--- config.mk ---
export PLATFORM = sky130hd
export DESIGN_NAME = if_id_queue
export DESIGN_NICKNAME = d
export VERILOG_FILES = /design/src/rtl/if_id_queue.sv
export SDC_FILE = /design/constraint.sdc
export NUM_CORES = 1
export LEC_CHECK = 0
export BUFFER_PORTS_ARGS = -buffer_cell sky130_fd_sc_hd__buf_4
export CORE_ASPECT_RATIO = 0.6
export CORE_MARGIN = 4
export CORE_UTILIZATION = 25
export CTS_BUF_LIST = sky130_fd_sc_hd__clkbuf_2
export DETAILED_ROUTE_END_ITERATION = 7
export GPL_ROUTABILITY_DRIVEN = 0
export PLACE_DENSITY = 0.42
export SETUP_SLACK_MARGIN = 0.1
export SLEW_MARGIN = 25
export SYNTH_ARGS = -nofsm -noshare
export SYNTH_HDL_FRONTEND = slang
export SYNTH_SLANG_ARGS = --single-unit
--- constraint.sdc ---
create_clock -name clk -period 4.1 [get_ports clk]
set_input_delay 0 -clock clk [delete_from_list [all_inputs] [get_ports clk]]
set_output_delay 0 -clock clk [all_outputs]
set_load 0.02 [all_outputs]
--- src/rtl/if_id_queue.sv ---
// Fetch-to-decode instruction queue: first-word-fall-through FIFO of
// {inst, pc_inc, err} that presents NOP while empty and empties on redirect.
module if_id_queue #(
  parameter int DEPTH = 2
) (
  input  logic                       clk,
  input  logic                       rst,
  input  logic                       in_valid,
  input  logic [15:0]                in_inst,
  input  logic [15:0]                in_pc_inc,
  input  logic                       in_err,
  output logic                       in_ready,
  output logic                       out_valid,
  output logic [15:0]                out_inst,
  output logic [15:0]                out_pc_inc,
  output logic                       out_err,
  input  logic                       out_ready,
  input  logic                       flush,
  output logic [$clog2(DEPTH):0]     count
);

  localparam int AW = $clog2(DEPTH);
  localparam int CW = AW + 1;
  localparam logic [15:0] NOP = 16'h0800;

  // Handshake: a transfer happens on a rising edge where valid and ready are
  // both high; ready never depends on valid, and a flush cancels both sides.
  logic [15:0]   inst_mem   [DEPTH];
  logic [15:0]   pc_inc_mem [DEPTH];
  logic          err_mem    [DEPTH];
  logic [AW-1:0] rd_ptr;
  logic [AW-1:0] wr_ptr;
  logic          enq;
  logic          deq;

  assign in_ready  = (count != CW'(DEPTH));
  assign out_valid = (count != '0);
  assign enq       = in_valid & in_ready & ~flush;
  assign deq       = out_valid & out_ready & ~flush;

  always_comb begin
    out_inst   = NOP;
    out_pc_inc = 16'h0000;
    out_err    = 1'b0;
    if (out_valid) begin
      out_inst   = inst_mem[rd_ptr];
      out_pc_inc = pc_inc_mem[rd_ptr];
      out_err    = err_mem[rd_ptr];
    end
  end

  always_ff @(posedge clk) begin
    if (!rst) begin
      rd_ptr <= '0;
      wr_ptr <= '0;
      count  <= '0;
    end else if (flush) begin
      rd_ptr <= '0;
      wr_ptr <= '0;
      count  <= '0;
    end else begin
      if (enq) wr_ptr <= wr_ptr + AW'(1);
      if (deq) rd_ptr <= rd_ptr + AW'(1);
      case ({enq, deq})
        2'b10:   count <= count + CW'(1);
        2'b01:   count <= count - CW'(1);
        default: count <= count;
      endcase
    end
  end

  // Entry storage is never cleared; the pointers and count alone define validity.
  always_ff @(posedge clk) begin
    if (rst && enq) begin
      inst_mem[wr_ptr]   <= in_inst;
      pc_inc_mem[wr_ptr] <= in_pc_inc;
      err_mem[wr_ptr]    <= in_err;
    end
  end

endmodule

After elaboration in Yosys (flattened, before gate mapping)
Memory sizes are Yosys's and may differ from the RTL's. A register that Yosys moved wholly into a read port is not among the register bits.
Cells that the tools add are included.
W data, S select, Z words.
{ "word_totals": {"ramBits": 66, "memories": 3, "inputBits": 38, "register_bits": 4, "output_inout_bits": 37} }
{ "memory_table": {"columns": ["name", "words", "word_bits", "read_ports", "rd_ports_with_merged_regs", "wr", "line_no", "source"], "rows": [
  ["inst_mem", 2, 16, 1, 1, 1, "28", "logic [15:0] inst_mem [DEPTH];"],
  ["pc_inc_mem", 2, 16, 1, 1, 1, "29", "logic [15:0] pc_inc_mem [DEPTH];"],
  ["err_mem", 2, 1, 1, 1, 1, "30", "logic err_mem [DEPTH];"]
]} }
{ "op_classes": {"eq_ne": 3, "addsub": 4, "n_reduce_logical": 4, "muxes": 12, "n_bitwise": 6} }
{ "op_table": {"columns": ["cell", "n"], "rows": [
  ["$mux W16", 2],
  ["$mux W1", 9],
  ["$and A1 B1 Y1", 4],
  ["$pmux W2 S2", 1],
  ["$reduce_bool A2 Y1", 2],
  ["$add A1 B1 Y1 const B", 2],
  ["$add A2 B1 Y2 const B", 1],
  ["$eq A2 B1 Y1 const B", 1],
  ["$eq A2 B2 Y1 const B", 1],
  ["$ne A2 B2 Y1 const B", 1],
  ["$not A1 Y1", 2],
  ["$reduce_or A2 Y1", 1],
  ["$sub A2 B1 Y2 const B", 1],
  ["$logic_and A1 B1 Y1", 1]
]} }

Depth between registers and ports, before layout
Gate-level depths: netlist (run 1).
{ "logic_depth": {"depth_word": 6, "depth_mapped": 7} }

Worst setup path before layout (run 1)
OpenSTA, ideal clock, no wires.
{ "synth_path": {"path_kind": "reg-to-reg", "start": "register count[0]", "end": "memory err_mem[0], enable pin", "setup_slack_ns": 0.358, "n_path_buf": 0, "path_stages_with_launch": 4, "period_less_slack_ns": 3.742, "setup_ns": 0.464, "arrival_time_ns": 3.278, "path_cell_list": "dfxtp_1 nand2b_1 nand2_1 nor3_1"} }
{ "synth_via": {"elab_chain_len": 6} }
{ "synth_rtl": {"columns": ["item", "line_no", "source"], "rows": [
  ["start, declared", "19", "output logic [$clog2(DEPTH):0] count"],
  ["start signal, assigned", "65", "2'b10: count <= count + CW'(1);"],
  ["start signal, assigned", "66", "2'b01: count <= count - CW'(1);"],
  ["start signal, assigned", "67", "default: count <= count;"],
  ["$ne A2 B2 Y1", "36", "assign in_ready = (count != CW'(DEPTH));"],
  ["named net in_ready", "12", "output logic in_ready,"],
  ["$and A1 B1 Y1 (2 in series)", "38", "assign enq = in_valid & in_ready & ~flush;"],
  ["$logic_and A1 B1 Y1", "74", "if (rst && enq) begin"],
  ["$mux W1", "74", null],
  ["$mux W1 (not written as such)", "77", "err_mem[wr_ptr] <= in_err;"],
  ["end, declared", "30", null]
]} }
The timed path passes the listed nets, and every way through them passes these cells.

Worst setup path in the final report (run 1)
{ "layout_path": {"start": "register count[0]", "end": "register count[1]"} }
{ "layout_via": {"elab_chain_len": 5, "word_cells_on_any_way": 12, "classes_between": "add/sub (2); eq/ne (3); mux (1); bitwise (4); reduce/logical (2)"} }
{ "layout_rtl": {"columns": ["item", "line_no", "source"], "rows": [
  ["$ne A2 B2 Y1 or $reduce_bool A2 Y1 (tied branches)", "36, 37", null],
  ["$and A1 B1 Y1, on equally long branches (2 in series)", "38, 39", null],
  ["$eq A2 B1 Y1 or $eq A2 B2 Y1 (tied branches)", "64", "case ({enq, deq})"],
  ["$pmux W2 S2 or $reduce_bool A2 Y1 (tied branches)", null, null]
]} }
Parallel ways exist; a longest one is shown, timed or not.
A chain may end at the register's enable or synchronous reset.

==> results.sh, run 1 <==
export IMPL_pwr_share_comb_pct=9.8
export IMPL_cpMaxStageDelayCell="dfxtp_1"
export IMPL_grt_pass1_wl_mm=9.44
export IMPL_worstReg2RegEnd="count[1]$_SDFFE_PP0P_"
export IMPL_rows=29
export IMPL_cts_num_sinks=71
export IMPL_antenna_found_initial=0
export IMPL_hold_endpoint="inst_mem[0][6]$_DFFE_PP_"
export IMPL_route_detailed_wl_per_inst_um=14.3
export IMPL_cp_cell_sequence="nand2b_1, nand2_1, or2_2, ha_1, or3_1, a21oi_1"
export IMPL_cts_setup_buffers=0
export IMPL_post_route_period_util_pct=49.9
export IMPL_p_per_area_nw_per_um2=332
export IMPL_critical_path_max_stage_delay_ns=0.51
export IMPL_final_net_count=327
export IMPL_hold_start="in_inst[6]"
export IMPL_h_tree_depth=3
export IMPL_worstHoldPathCells=2
export IMPL_initial_core_util_pct=25.6
export IMPL_r2r_slack_ns=2.06
export IMPL_die_area_sq_um=12600
export IMPL_crit_path_start_kind="flip-flop"
export IMPL_top_cell_type_s_share_of_synthesized_area_pct=73.0
export IMPL_finalCoreUtilization_pct=37.2
export IMPL_core_region_area_sq_um=10600
export IMPL_postcts_resize_cnt=0
export IMPL_post_drt_via_cell_ratio=3.97
export IMPL_synth_async_reset_ratio_pct=0
export IMPL_number_of_buffers_inserted_during_clock_tree_synthesis=9
export IMPL_maxCapViolCount=0
export IMPL_power_net_switching_uw=293
export IMPL_path_buf_inv=0
export IMPL_netlist_area_sq_um=2720
export IMPL_first_pass_iters=4
export IMPL_syn_instance_count=168
export IMPL_floorplan_die_height_um=88.7
export IMPL_synth_top_area_cell="edfxtp_1"
export IMPL_grt_max_degree=34
export IMPL_cts_reportedPaths_clkPinSlew_ns=0.18
export IMPL_route_vias_total=1716
export IMPL_synth_lib_cells_used_distinct=19
export IMPL_drt_antenna_net_count=0
export IMPL_rr_startpoint="count[0]$_SDFFE_PP0P_"
export IMPL_hold_path_class="input port to flip-flop"
export IMPL_die_w_um=143
export IMPL_endpoint_kind="flip-flop"
export IMPL_cp_data_required_time_ns=4.53
export IMPL_totalNegativeSetupSlack_ns=0
export IMPL_clk_latency_ns=0.48
export IMPL_ir_worst_vdd_mv=0.128
export IMPL_timing_critical_path_arrival_ns=2.48
export IMPL_max_freq_ghz=0.489
export IMPL_place_hpwl_mm=3.81
export IMPL_critical_path_top_delay_family="simple AND/OR/NAND/NOR gates"
export IMPL_syn_nets=207
export IMPL_signed_area_change_from_the_synthesized_netlist_to_the_final_layout_pct=45.2
export IMPL_grt_util_all_layers_pct=10.2
export IMPL_drt_drc_violations_left=0
export IMPL_drive_above_1_share_pct=32.1
export IMPL_r2r_cells=6
export IMPL_crit_path_max_fanout=6
export IMPL_finalMaxSlewViolations=0
export IMPL_first_global_vias=1745
export IMPL_layout_cells_most_common_list="buf_4 (76), edfxtp_1 (66), dlygate4sd3_1 (40), nor2_1 (36), mux2i_1 (33)"
export IMPL_timing_hold_violations_final=0
export IMPL_switching_share_pct=22.4
export IMPL_result_of_the_run="finished, final reports clean"
export IMPL_rsz0062_at_grt="no"
export IMPL_worst_clock_skew_ns=0.0229
export IMPL_min_period_ns=2.04
export IMPL_postRouteWirelength_mm=6.16
export IMPL_detailedRoute_firstIterationViolations=61
export IMPL_portBuffers=74
export IMPL_seqPwrFrac_pct=61.9
export IMPL_overflow=0
export IMPL_synth_area_per_inst_sq_um=16.2
export IMPL_setup_violations=0
export IMPL_post_synth_main_area_contributors="edfxtp_1 (73%), mux2i_1 (12%), nor2_1 (5.1%)"
export IMPL_cell_internal_pwr_uw=1020
export IMPL_clockBufferDepth=2
export IMPL_antenna_cells=0
export IMPL_worst_slew_pin_slew_ns=0.851
export IMPL_max_slew_margin_rel_pct=43.2
export IMPL_layout_cells_most_common="buf_4"
export IMPL_pin_count=75
export IMPL_synth_sequential_area_ratio_pct=76.7
export IMPL_yosys_most_used_dff="edfxtp_1"
export IMPL_synth_edff_count=66
export IMPL_power_frac_clock_pct=28.3
export IMPL_leakage_uw=0.00143
export IMPL_place_inst=376
export IMPL_timing_setup_critical_path_class="flip-flop to flip-flop"
export IMPL_cts_tree="done"
export IMPL_cts_root_buf="clkbuf_2"
export IMPL_yosys_warnings=0
export IMPL_finish_cell_count_without_fillers=432
export IMPL_ys_ff_latch=71
-- through the flow --
stage	power (uW)	setup WS (ns)	hold slack (ns)	cell area, sq um
2_1_floorplan	868	0.358	0.0989	2720
3_3_place_gp	927	2.15	0.186	3440
3_5_place_dp	927	2.11	0.187	3440
4_1_cts	1330	1.98	0.150	3940
5_1_grt	1380	1.83	0.138	3940
6_report	1310	2.06	0.227	3940
-- per-layer routing --
layer  global-route usage (%)  up-vias  share of wire [%]
li1                         -      851                  -
met1                     14.3      792                 51
met2                     13.9       66                 40
met3                     4.91        7                8.5
met4                     3.11        0               0.75
met5                        0        -                  0
-- final cells by class --
type                            instances  area, sq um
Fill cell                            1062         6650
Sequential cell                        71         2090
Timing Repair Buffer                  116          971
Clock inverter                          5         48.8
Inverter                                2         7.51
Tap cell                              139          174
Clock buffer                           11         55.1
Multi-Input combinational cell         88          601
-- Yosys cell counts, drive strengths merged, types with 2 or more instances --
master	count
nor3	2
buf	7
o21ai	2
nand2	2
mux2i	33
nor2	37
xor2	2
a21oi	2
edfxtp	66
inv	2
dfxtp	5
nand2b	2
-- worst register-to-register path, stage by stage (launching register included) --
cell	delay, ns
dfxtp_1	0.51
nand2b_1	0.22
nand2_1	0.13
or2_2	0.30
ha_1	0.34
or3_1	0.36
a21oi_1	0.14
-- worst max path at each step --
| stage | slack (ns) | from | depth (start not counted) | to |
|---|---|---|---|---|
| 6_report | 2.06 | count[0]$_SDFFE_PP0P_ | 6 | count[1]$_SDFFE_PP0P_ |
| 4_1_cts | 1.98 | count[0]$_SDFFE_PP0P_ | 3 | out_inst[1] |
| 2_1_floorplan | 0.36 | count[0]$_SDFFE_PP0P_ | 3 | err_mem[0]$_DFFE_PP_ |
| 3_5_place_dp | 2.11 | count[0]$_SDFFE_PP0P_ | 6 | count[1]$_SDFFE_PP0P_ |
| 3_3_place_gp | 2.15 | count[0]$_SDFFE_PP0P_ | 6 | count[1]$_SDFFE_PP0P_ |
| 5_1_grt | 1.83 | count[1]$_SDFFE_PP0P_ | 3 | out_inst[1] |
-- sequential cells by signal (all words and copies together), names as in the netlist, named ones only --
name        count
rd_ptr          1
pc_inc_mem     32
err_mem         2
wr_ptr          1
count           2
inst_mem       32
-- cells by family after synthesis --
family	synth area share (%)
muxes	12.2
DFF	76.7
AOI/OAI and AO/OA	1.01
xor gates and xnor gates	0.968
buffers and inverters	1.84
adders and majority gates	0.461
and+or+nand+nor	6.87
-- power groups by stage --
stage	sequential (uW)	combinational (uW)	clock, uW
after detailed placement	828	99.2	0
after floorplan	826	41.8	0
after global placement	828	99.6	0
after CTS	811	130	388
after global routing	813	140	423
final	811	128	370
-- timing repair --
action,4_1_cts,5_1_grt
endpoints found under the hold margin,71,0
endpoints found under the setup margin,0,0
hold buffers,40,0
Power figures use the tool's default switching activity.
==> inputs of run 2 (changes only) <==
PLACE_DENSITY = 0.44   (was 0.42)
clock period = 1.7 ns   (was 4.1 ns; I/O delays follow)
==> results.sh, run 2 (synthesis results as in run 1) <==
export IMPL_layout_cells_most_common_list="edfxtp_1 (66), buf_4 (63), dlygate4sd3_1 (37), mux2i_1 (26), buf_6 (23)"
export IMPL_max_freq_ghz=0.607
export IMPL_total_power_uw=3370
export IMPL_worst_slew_pin_slew_ns=0.417
export IMPL_max_slew_margin_rel_pct=72.2
export IMPL_h_tree_depth=3
export IMPL_cts_reportedPaths_clkPinSlew_ns=0.19
export IMPL_drive_above_1_share_pct=47.4
export IMPL_post_drt_via_cell_ratio=3.97
export IMPL_drt_drc_violations_left=0
export IMPL_finalMaxSlewViolations=0
export IMPL_overflow=0
export IMPL_crit_path_max_fanout=5
export IMPL_timing_hold_violations_final=0
export IMPL_die_w_um=143
export IMPL_timing_critical_path_arrival_ns=2.07
export IMPL_cts_tree="done"
export IMPL_portBuffers=74
export IMPL_route_vias_total=1781
export IMPL_hold_path_class="input port to flip-flop"
export IMPL_p_per_area_nw_per_um2=748
export IMPL_pin_count=75
export IMPL_postRouteWirelength_mm=6.47
export IMPL_result_of_the_run="finished, final reports clean"
export IMPL_die_area_sq_um=12600
export IMPL_route_detailed_wl_per_inst_um=14.4
export IMPL_detailedRoute_firstIterationViolations=43
export IMPL_endpoint_kind="flip-flop"
export IMPL_clockBufferDepth=2
export IMPL_maxCapViolCount=0
export IMPL_post_route_period_util_pct=96.9
export IMPL_crit_path_start_kind="flip-flop"
export IMPL_grt_max_degree=32
export IMPL_totalNegativeSetupSlack_ns=0
export IMPL_layout_cells_most_common="edfxtp_1"
export IMPL_first_global_vias=1802
export IMPL_grt_util_all_layers_pct=10.1
export IMPL_setup_violations=0
export IMPL_number_of_buffers_inserted_during_clock_tree_synthesis=9
export IMPL_rsz0062_at_grt="yes"
export IMPL_core_region_area_sq_um=10600
export IMPL_timing_setup_critical_path_class="flip-flop to flip-flop"
export IMPL_ir_worst_vdd_mv=0.340
export IMPL_cts_root_buf="clkbuf_2"
export IMPL_grt_pass1_wl_mm=9.25
export IMPL_place_hpwl_mm=4.13
export IMPL_cts_num_sinks=71
export IMPL_drt_antenna_net_count=0
export IMPL_clk_latency_ns=0.50
export IMPL_cp_data_required_time_ns=2.12
export IMPL_antenna_found_initial=0
export IMPL_floorplan_die_height_um=88.7
export IMPL_leakage_uw=0.00165
export IMPL_antenna_cells=0
export IMPL_initial_core_util_pct=25.6
export IMPL_final_net_count=345
export IMPL_finalHoldWorstSlack_ns=0.204
export IMPL_largestRegisters="inst_mem: 32 flops, pc_inc_mem: 32 flops"
export IMPL_signed_area_change_from_the_synthesized_netlist_to_the_final_layout_pct=65.9
export IMPL_min_period_ns=1.65
export IMPL_num_fill_cells=991
export IMPL_rows=29
export IMPL_first_pass_iters=4
export IMPL_worst_clock_skew_ns=0.0278
[run 2: report_power, final]
group / internal, uW / leakage [uW] / switching (uW)
logic: 236 / 0.000932 / 177
clock network: 463 / 0.0000743 / 546
registers: 1940 / 0.000642 / 10.3
[run 2: layout make-up]
| cell class | count | area (sq um) | area share [%] |
|---|---|---|---|
| Clock buffer | 9 | 45.0 | 1.00 |
| Clock inverter | 6 | 76.3 | 1.69 |
| Inverter | 2 | 7.51 | 0.167 |
| Multi-Input combinational cell | 88 | 779 | 17.3 |
| Sequential cell | 71 | 2090 | 46.5 |
| Tap cell | 139 | 174 | 3.86 |
| Timing Repair Buffer | 134 | 1330 | 29.5 |
[run 2: routing by layer]
metal  global-route usage [%]  vias to the layer above  share of wire [%]
met4                     3.11                        0                1.1
li1                         -                      893                  -
met2                     14.3                       57                 42
met5                        0                        -                  0
met1                     13.2                      823                 49
met3                     5.62                        8                7.9
[run 2: worst paths after layout]
path	start	endpoint	slack, ns	cells past startpoint
max	count[1]$_SDFFE_PP0P_	count[1]$_SDFFE_PP0P_	0.05	8
min reg2reg	count[1]$_SDFFE_PP0P_	count[1]$_SDFFE_PP0P_	0.53	2
min	in_inst[7]	inst_mem[0][7]$_DFFE_PP_	0.20	2
max reg2reg	count[1]$_SDFFE_PP0P_	count[1]$_SDFFE_PP0P_	0.05	8
[run 2: critical path, cell delays in order (launching register included)]
cell and delay (ns):
dfxtp_4 0.39, buf_4 0.14, nand2b_4 0.07, nand2_4 0.05
or2_4 0.23, ha_4 0.16, xnor2_2 0.12, or3_1 0.30
a21oi_1 0.13
[run 2: per-stage QoR]
stage	std cells	cell area, sq um	setup slack [ns]	utilization, %
after floorplan	168	2770	-0.251	-
after global placement	386	3600	0.0697	34.0
after detailed placement	386	3600	0.0826	34.0
after CTS	441	4150	0.0262	39.1
after global routing	449	4510	-0.0635	42.5
final	449	4510	0.0526	42.5
[run 2: what timing repair did]
action / CTS / global route
pin swaps: 0 / 9
setup endpoints to repair: 35 / 35
resized for setup: 9 / 62
hold buffers: 38 / 0
hold endpoints to repair: 71 / 0
buffers inserted: 2 / 4
gates cloned: 0 / 4
==> inputs of run 3 (changes only) <==
--- a/config.mk
+++ b/config.mk
@@ -7,2 +7,3 @@
 export LEC_CHECK = 0
+export ABC_AREA = 1
 export BUFFER_PORTS_ARGS = -buffer_cell sky130_fd_sc_hd__buf_4
@@ -16,3 +17,2 @@
 export SETUP_SLACK_MARGIN = 0.1
-export SLEW_MARGIN = 25
 export SYNTH_ARGS = -nofsm -noshare
==> constraint.sdc (replaced) <==
create_clock -name clk -period 1.7 [get_ports clk]
set_input_delay 0.34 -clock clk [delete_from_list [all_inputs] [get_ports clk]]
set_output_delay 0.34 -clock clk [all_outputs]
set_load 0.02 [all_outputs]
==> results.sh, run 3 <==
export IMPL_yosys_most_used_dff="edfxtp_1"
export IMPL_post_route_period_util_pct=113
export IMPL_ys_ff_latch=71
export IMPL_total_power_uw=3610
export IMPL_cp_cell_sequence="nor2_4, buf_6, clkbuf_16, a21oi_2, buf_4"
export IMPL_cts_reportedPaths_clkPinSlew_ns=0.19
export IMPL_detailedRoute_firstIterationViolations=82
export IMPL_final_net_count=396
export IMPL_place_hpwl_mm=4.46
export IMPL_totalNegativeSetupSlack_ns=-5.89
export IMPL_floorplan_die_height_um=89.1
export IMPL_endpoint_kind="output port"
export IMPL_timing_critical_path_arrival_ns=1.58
export IMPL_postRouteWirelength_mm=7.60
export IMPL_finalMaxSlewViolations=0
export IMPL_pwr_share_comb_pct=12.0
export IMPL_grt_util_all_layers_pct=11.5
export IMPL_cts_tree="done"
export IMPL_worst_slew_pin_slew_ns=0.321
export IMPL_max_slew_margin_rel_pct=78.5
export IMPL_critical_path_max_stage_delay_ns=0.39
export IMPL_drive_above_1_share_pct=50.0
export IMPL_netlist_area_sq_um=2740
export IMPL_die_w_um=143
export IMPL_clockBufferDepth=2
export IMPL_final_critical_path_setup_slack_ns=-0.221
export IMPL_cell_internal_pwr_uw=2800
export IMPL_timing_hold_violations_final=0
export IMPL_power_net_switching_uw=812
export IMPL_min_period_ns=1.92
export IMPL_synth_top_area_cell="edfxtp_1"
export IMPL_overflow=0
export IMPL_signed_area_change_from_the_synthesized_netlist_to_the_final_layout_pct=73.9
export IMPL_rsz0062_at_grt="yes"
export IMPL_maxCapViolCount=0
export IMPL_p_per_area_nw_per_um2=758
export IMPL_synth_sequential_area_ratio_pct=75.9
export IMPL_top_cell_type_s_share_of_synthesized_area_pct=72.3
export IMPL_pin_count=75
export IMPL_cpMaxStageDelayCell="dfxtp_4"
export IMPL_worst_clock_skew_ns=0.0108
export IMPL_antenna_cells=0
export IMPL_syn_instance_count=216
export IMPL_path_buf_inv=3
export IMPL_synth_edff_count=66
export IMPL_ys_top_cells_by_count="nand2_1 (76), edfxtp_1 (66), a21oi_1 (34)"
export IMPL_rows=29
export IMPL_drt_drc_violations_left=0
export IMPL_layout_cells_most_common="edfxtp_1"
export IMPL_grt_pass1_wl_mm=10.7
export IMPL_violated_checks="negative setup slack"
export IMPL_syn_nets=255
export IMPL_leakage_uw=0.00180
export IMPL_yosys_warnings=0
export IMPL_post_synth_main_area_contributors="edfxtp_1 (72%), nand2_1 (10%), a21oi_1 (6.2%)"
export IMPL_antenna_found_initial=0
export IMPL_hold_path_class="input port to flip-flop"
export IMPL_ir_worst_vdd_mv=0.410
export IMPL_core_region_area_sq_um=10600
export IMPL_initial_core_util_pct=25.8
export IMPL_synth_async_reset_ratio_pct=0
export IMPL_crit_path_max_fanout=5
export IMPL_route_detailed_wl_per_inst_um=15.2
export IMPL_post_synth_top_count_cell="nand2_1"
export IMPL_drt_antenna_net_count=0
export IMPL_route_vias_total=2044
export IMPL_post_drt_via_cell_ratio=4.08
export IMPL_first_pass_iters=4
export IMPL_clk_latency_ns=0.51
export IMPL_critical_path_top_delay_family="buffers and inverters"
export IMPL_crit_path_start_kind="flip-flop"
export IMPL_die_area_sq_um=12800
export IMPL_cts_root_buf="clkbuf_2"
export IMPL_h_tree_depth=3
export IMPL_first_global_vias=2000
export IMPL_synth_lib_cells_used_distinct=15
export IMPL_number_of_buffers_inserted_during_clock_tree_synthesis=9
export IMPL_seqPwrFrac_pct=54.0
export IMPL_result_of_the_run="finished with violations"
export IMPL_setup_violations=34
export IMPL_timing_setup_critical_path_class="flip-flop to output port"
export IMPL_synth_area_per_inst_sq_um=12.7
export IMPL_power_frac_clock_pct=34.0
export IMPL_cp_data_required_time_ns=1.36
export IMPL_grt_max_degree=34
export IMPL_switching_share_pct=22.5
export IMPL_max_freq_ghz=0.520
export IMPL_portBuffers=74
export IMPL_layout_cells_most_common_list="edfxtp_1 (66), nand2_1 (63), buf_4 (59), buf_6 (35), dlygate4sd3_1 (33)"
export IMPL_largestRegisters="inst_mem: 32 flops, pc_inc_mem: 32 flops"
export IMPL_cts_num_sinks=71
run 3: changes by cell type after synthesis, sizes merged, moves of 2 or more:
cell,before,now
buf,7,10
mux2i,33,0
nand2b,2,0
inv,2,8
xor2,2,0
nand2,2,76
a21oi,2,34
nor2,37,9
nand3,1,3
run 3: path summary, 6_finish.rpt:
| kind | startpoint | end | slack (ns) | cells after the start |
|---|---|---|---|---|
| worst min-delay path | out_ready | rd_ptr$_SDFFE_PP0P_ | 0.12 | 3 |
| worst max register to register | count[0]$_SDFFE_PP0P_ | inst_mem[0][13]$_DFFE_PP_ | 0.05 | 8 |
| worst max-delay path | count[1]$_SDFFE_PP0P_ | out_pc_inc[14] | -0.22 | 5 |
| worst min register to register | rd_ptr$_SDFFE_PP0P_ | rd_ptr$_SDFFE_PP0P_ | 0.53 | 2 |
run 3: cell type report:
| type | count | area (sq um) |
|---|---|---|
| clock inverter | 7 | 111 |
| inverter | 8 | 45.0 |
| clock buffer | 9 | 45.0 |
| sequential | 71 | 2090 |
| timing repair buffer | 140 | 1450 |
| fill | 968 | 5860 |
| tap | 139 | 174 |
| multi-input combinational | 127 | 853 |
run 3: worst reg2reg max path, cell delays in order, from the launching register on:
cell and delay (ns):
dfxtp_4 0.40, buf_6 0.09, buf_6 0.10, inv_6 0.04, a21boi_4 0.16, nand2_2 0.12
nor3_4 0.15, buf_6 0.14, clkbuf_16 0.18
run 3: kinds of logic (layout without fill, tap and decap cells):
kind of cell    Yosys count  after routing  synth area share [%]
simple gates             90             90                  13.2
buf+inv                  18            164                  3.61
flops                    71             71                  75.9
compound gates           36             36                  6.80
fa+ha+maj                 1              1                 0.456
run 3: power groups by stage:
stage / logic (uW) / registers (uW) / clock network (uW)
final: 435 / 1950 / 1230
after floorplan: 106 / 1990 / 0
after CTS: 378 / 1950 / 1280
after detailed placement: 267 / 1990 / 0
after global routing: 468 / 1960 / 1350
after global placement: 265 / 1990 / 0
run 3: metal layers:
layer	vias to the layer above	track usage (%)	wire length [um]
met2	60	16.1	3040
li1	1044	-	-
met1	932	16.2	3960
met5	-	0	0
met3	8	4.97	539
met4	0	3.11	63
run 3: what timing repair did:
action | in CTS | in global routing
setup endpoints to repair | 35 | 105
gates cloned | 1 | 4
buffers inserted | 12 | 7
resized for setup | 59 | 62
pin swaps | 11 | 9
hold endpoints to repair | 66 | 0
hold buffers | 33 | 0
run 3: through the flow:
step	hold slack (ns)	util, %	cell area, sq um	cells	setup WS, ns
floorplan	0.439	-	2770	216	-0.283
global placement	0.481	33.4	3550	430	0.191
detailed placement	0.491	33.4	3550	430	0.175
CTS	0.0625	41.1	4370	492	-0.262
global route	0.0685	44.8	4770	501	-0.342
finish	0.119	44.8	4770	501	-0.221
